[config.mk]
export PLATFORM = sky130hd
export DESIGN_NAME = fetch_queue
export DESIGN_NICKNAME = d
export VERILOG_FILES = /design/src/rtl/fetch_queue.sv
export SDC_FILE = /design/constraint.sdc
export NUM_CORES = 1
export LEC_CHECK = 0
export CAP_MARGIN = 5
export CORE_MARGIN = 2
export CORE_UTILIZATION = 49
export CTS_CLUSTER_DIAMETER = 120
export DETAILED_ROUTE_END_ITERATION = 10
export PLACE_DENSITY = 0.87
export REMOVE_ABC_BUFFERS = 1
export SLEW_MARGIN = 20
export SYNTH_ARGS = -nofsm -noshare
export SYNTH_HDL_FRONTEND = slang
export SYNTH_SLANG_ARGS = --single-unit
[constraint.sdc]
create_clock -name i_clk -period 2.39 [get_ports i_clk]
set_clock_uncertainty 0.15 [all_clocks]
set_input_delay 0.239 -clock i_clk [delete_from_list [all_inputs] [get_ports i_clk]]
set_output_delay 0.239 -clock i_clk [all_outputs]
set_load 0.05 [all_outputs]
[src/rtl/fetch_queue.sv]
// Instruction fetch queue: one outstanding memory request, DEPTH-entry FIFO toward decode.
// Optional same-cycle bypass of an empty queue when FETCH_QUEUE_BYPASS_EN is defined.
module fetch_queue #(
   parameter int              RW       = 16,
   parameter int              I_SIZE   = 32,
   parameter int              DEPTH    = 4,
   parameter logic [RW-1:0]   RESET_PC = '0
) (
   input  logic              i_clk,
   input  logic              i_rst_n,
   output logic [RW-1:0]     o_req_addr,
   output logic              o_req_active,
   input  logic [I_SIZE-1:0] i_req_data,
   input  logic              i_req_data_valid,
   input  logic              i_next_ready,
   output logic              o_submit,
   output logic [I_SIZE-1:0] o_instr,
   output logic [RW-1:0]     o_pc,
   input  logic              i_flush,
   input  logic [RW-1:0]     i_exec_pc
);

   localparam int            AW   = $clog2(DEPTH);
   localparam logic [AW:0]   FULL = (AW+1)'(DEPTH);

   logic [I_SIZE-1:0] mem_instr [DEPTH];
   logic [RW-1:0]     mem_pc    [DEPTH];
   logic [AW-1:0]     wr_ptr, rd_ptr;
   logic [AW:0]       count, count_next;
   logic [RW-1:0]     fetch_pc, req_addr, next_pc;
   logic              req_active, discard;
   logic              active_next, discard_next;
   logic              resp, accept, bypass, push, pop, holding;

   always_comb begin
      resp    = req_active & i_req_data_valid;
      accept  = resp & ~discard & ~i_flush;
`ifdef FETCH_QUEUE_BYPASS_EN
      bypass  = accept & (count == '0) & i_next_ready;
`else
      bypass  = 1'b0;
`endif
      push    = accept & ~bypass;
      pop     = (count != '0) & i_next_ready & ~i_flush;
      holding = req_active & ~resp;

      o_submit = pop | bypass;
      o_instr  = bypass ? i_req_data : mem_instr[rd_ptr];
      o_pc     = bypass ? req_addr   : mem_pc[rd_ptr];

      if (i_flush)
         count_next = '0;
      else
         count_next = count + {{AW{1'b0}}, push} - {{AW{1'b0}}, pop};

      next_pc = fetch_pc;
      if (i_flush)
         next_pc = i_exec_pc;
      else if (accept)
         next_pc = fetch_pc + 1'b1;

      // A flush over a still-pending request keeps it open and marks its answer for the bin
      active_next  = req_active;
      discard_next = discard;
      if (i_flush) begin
         active_next  = 1'b1;
         discard_next = holding;
      end else if (resp) begin
         active_next  = count_next < FULL;
         discard_next = 1'b0;
      end else if (!req_active) begin
         active_next  = count_next < FULL;
      end
   end

   always_ff @(posedge i_clk or negedge i_rst_n) begin
      if (!i_rst_n) begin
         count      <= '0;
         wr_ptr     <= '0;
         rd_ptr     <= '0;
         fetch_pc   <= RESET_PC;
         req_addr   <= RESET_PC;
         req_active <= 1'b0;
         discard    <= 1'b0;
      end else begin
         count      <= count_next;
         fetch_pc   <= next_pc;
         req_active <= active_next;
         discard    <= discard_next;
         if (!holding)
            req_addr <= next_pc;
         if (i_flush) begin
            wr_ptr <= '0;
            rd_ptr <= '0;
         end else begin
            if (push) wr_ptr <= wr_ptr + 1'b1;
            if (pop)  rd_ptr <= rd_ptr + 1'b1;
         end
      end
   end

   always_ff @(posedge i_clk) begin
      if (push) begin
         mem_instr[wr_ptr] <= i_req_data;
         mem_pc[wr_ptr]    <= req_addr;
      end
   end

   assign o_req_addr   = req_addr;
   assign o_req_active = req_active;

endmodule
==> results_dict.tcl <==
set metrics [dict create \
    whs_ns 0.0819 \
    wire_per_inst_um 21.1 \
    pin_count 119 \
    initialDrtViolationCount 369 \
    dieArea_mm2 0.0194 \
    layout.cells.non_filler 846 \
    min_path_type "input pin to asynchronous set/reset pin" \
    row_count 49 \
    maxCapViolations 0 \
    synth-edff-count 192 \
    netSwitchingPower_w 0.00429 \
    ir_drop_mv 0.773 \
    rsz0062_at_grt "true" \
    cts_buffers 24 \
    yosysWarningCount 0 \
    worst-setup-path-type "flop to output port" \
    status "finished, final reports clean" \
    internal-power_w 0.00883 \
    avgSynthCellArea_um2 20.0 \
    ys_top_cells_by_area "edfxtp_1 64%, mux4_2 12%, dfrtp_1 11%" \
    grt_overflow 0 \
    fillers 1192 \
    drtPass1Iterations 4 \
    netlist_instances 448 \
    tns_ns 0 \
    htreeDepth 1 \
    cp-end-kind "output port" \
    floorplan.die.width_um 139 \
    fin_crit_sh_pct 98.9 \
    yosysTopAreaCellShare_pct 64.3 \
    grt_pass1_wl_mm 28.0 \
    synth.distinct_cells 36 \
    synth_commonest_cells "192 x edfxtp_1, 48 x mux4_2, 41 x dfrtp_1" \
    fmax_mhz 423 \
    slew_headroom_pct 60.8 \
    dr_total_vias 4730 \
    syn_area_mm2 0.00897 \
    worstPathRequired_ns 2.00 \
    viasPerCell 5.59 \
    dpl.cell_count 799 \
    die_y_um 139 \
    cts_buffer_depth 3 \
    antenna_cells 0 \
    synthFlopType "edfxtp_1" \
    pwr-share-comb_pct 32.3 \
    grt_usage_pct 18.4 \
    path_clk_slew_ns 0.06 \
    worstPathArrival_ns 1.98 \
    power.density_mw_per_mm2 1140 \
    core_area_mm2 0.0180 \
    synth_seq_cells 233 \
    clk_latency_ns 0.50 \
    fin_area_mm2 0.0115 \
    layout-drive-gt1-share_pct 30.3 \
    port_buffers 118 \
    ys_seq_area_share_pct 75.7 \
    cp_max_fo 20 \
    nNetsFinal 660 \
    cp-start-kind "flop" \
    dpl.hpwl_mm 11.3 \
    syn_to_final_growth_pct 28.4 \
    p_leak_nw 4.01 \
    setup_viol 0 \
    worst_slew_pin_slew_ns 0.588 \
    clock-sinks 233 \
    post-route-drc-count 0 \
    synth_most_common_cell "edfxtp_1" \
    start_util_pct 49.9 \
    finalCriticalPeriod_ns 2.36 \
    p_seq_share_pct 39.4 \
    first_global_vias 5045 \
    grt_max_degree 40 \
    routed_wl_mm 17.8 \
    maxSlewViolCount 0 \
    yosysTopAreaCell "edfxtp_1" \
    antenna_found_initial 0 \
    ys_async_sr_fraction_pct 17.6 \
    ant_nets 0 \
    postPlaceCellArea_mm2 0.0105 \
    place_congestion 0.846 \
    swShare_pct 32.7 \
    clkPwrFrac_pct 28.3 \
    tritoncts "yes" \
    root_buffer "clkbuf_16" \
    report.final.hold_viol_count 0 \
]
worst max-delay path, stage by stage (launching register included):
cell     delay [ns]
dfrtp_4        0.48
buf_16         0.22
mux4_2         0.58
buf_6          0.18
final timing paths:
check,start,end,slack (ns),cells after the start
worst max-delay path,rd_ptr[0],o_pc[5],0.03,3
min in group i_clk,i_exec_pc[6],fetch_pc[6],0.22,3
worst min register to register,o_req_addr[4],mem_pc[2][4],0.41,0
worst max register to register,count[0],o_req_active,0.12,10
max in group asynchronous,i_rst_n,fetch_pc[13],1.33,3
worst min-delay path,i_rst_n,rd_ptr[0],0.08,2
flip-flops by register name (all words and copies together) (netlist names):
signal,flops
mem_instr,128
mem_pc,64
fetch_pc,16
o_req_addr,16
count,3
rd_ptr,2
wr_ptr,2
discard,1
o_req_active,1
through the flow:
stage	util, %	total power, W	worst slack (ns)
finish	64.1	0.0131	0.0257
CTS	63.8	0.0132	-0.0580
floorplan	-	0.00785	-0.818
detailed placement	58.4	0.00922	-0.164
global placement	58.4	0.00911	-0.0526
global route	64.1	0.0136	-0.0222
placed cells by master (no fill, tap or decap), types with 2 or more instances in the layout:
cell type / netlist / final
inv_1: 7 / 7
nand4_1: 5 / 5
bufinv_16: 0 / 3
mux2_2: 10 / 10
xor2_1: 9 / 9
and4_1: 2 / 2
nand2_1: 22 / 22
dfrtp_1: 41 / 39
buf_12: 0 / 6
mux4_2: 48 / 48
and2_2: 0 / 4
buf_4: 0 / 28
a21oi_1: 2 / 2
clkbuf_1: 7 / 5
nor2b_1: 2 / 2
ha_1: 7 / 7
clkdlybuf4s50_1: 0 / 68
nor2_1: 23 / 22
o31ai_1: 6 / 5
buf_6: 2 / 40
mux2i_1: 3 / 3
clkinv_2: 0 / 6
xnor2_1: 8 / 8
o21a_1: 2 / 2
o21ai_0: 4 / 4
nor3_1: 7 / 7
nand3_1: 5 / 5
edfxtp_1: 192 / 192
a221o_1: 3 / 3
clkbuf_16: 0 / 26
and3_1: 5 / 5
layer usage:
layer | wire [um] | up-vias | global-route usage (%)
li1 | - | 2086 | -
met4 | 257 | 0 | 3.67
met1 | 7280 | 2433 | 25.0
met2 | 9180 | 182 | 31.7
met5 | 0 | - | 0
met3 | 1130 | 29 | 3.23
power groups by stage:
stage / Sequential [W] / Clock (W) / Combinational (W)
finish: 0.00517 / 0.00371 / 0.00424
global route: 0.00522 / 0.00396 / 0.00443
CTS: 0.00516 / 0.00380 / 0.00421
detailed placement: 0.00524 / 0 / 0.00398
global placement: 0.00519 / 0 / 0.00391
floorplan: 0.00564 / 0 / 0.00221
logic make-up after synthesis:
family,synth area share [%]
flip-flops,75.7
AND/OR/NAND/NOR,4.61
AO/OA/AOI/OAI,1.58
XOR/XNOR,1.66
multiplexers,13.8
buffers and inverters,1.44
adder cells (fa/ha/maj),1.20
final cells by class:
class                   count  area [um^2]  area share [%]
flip-flops and latches    233         6800            59.1
repair buffers            146         1530            13.3
inverters                   7         26.3           0.228
multi-input cells         187         2070            18.0
well taps                 229          287            2.49
clock buffers              30          644            5.60
clock inverters            14          156            1.36
timing repair:
action | CTS | global route
hold endpoints to repair | 41 | 0
gates cloned | 0 | 1
pin swaps | 0 | 2
setup buffers | 0 | 1
gates resized for setup | 41 | 4
hold buffers | 1 | 0
setup endpoints to repair | 41 | 50
No activity file was read; power rests on OpenSTA's default activity.
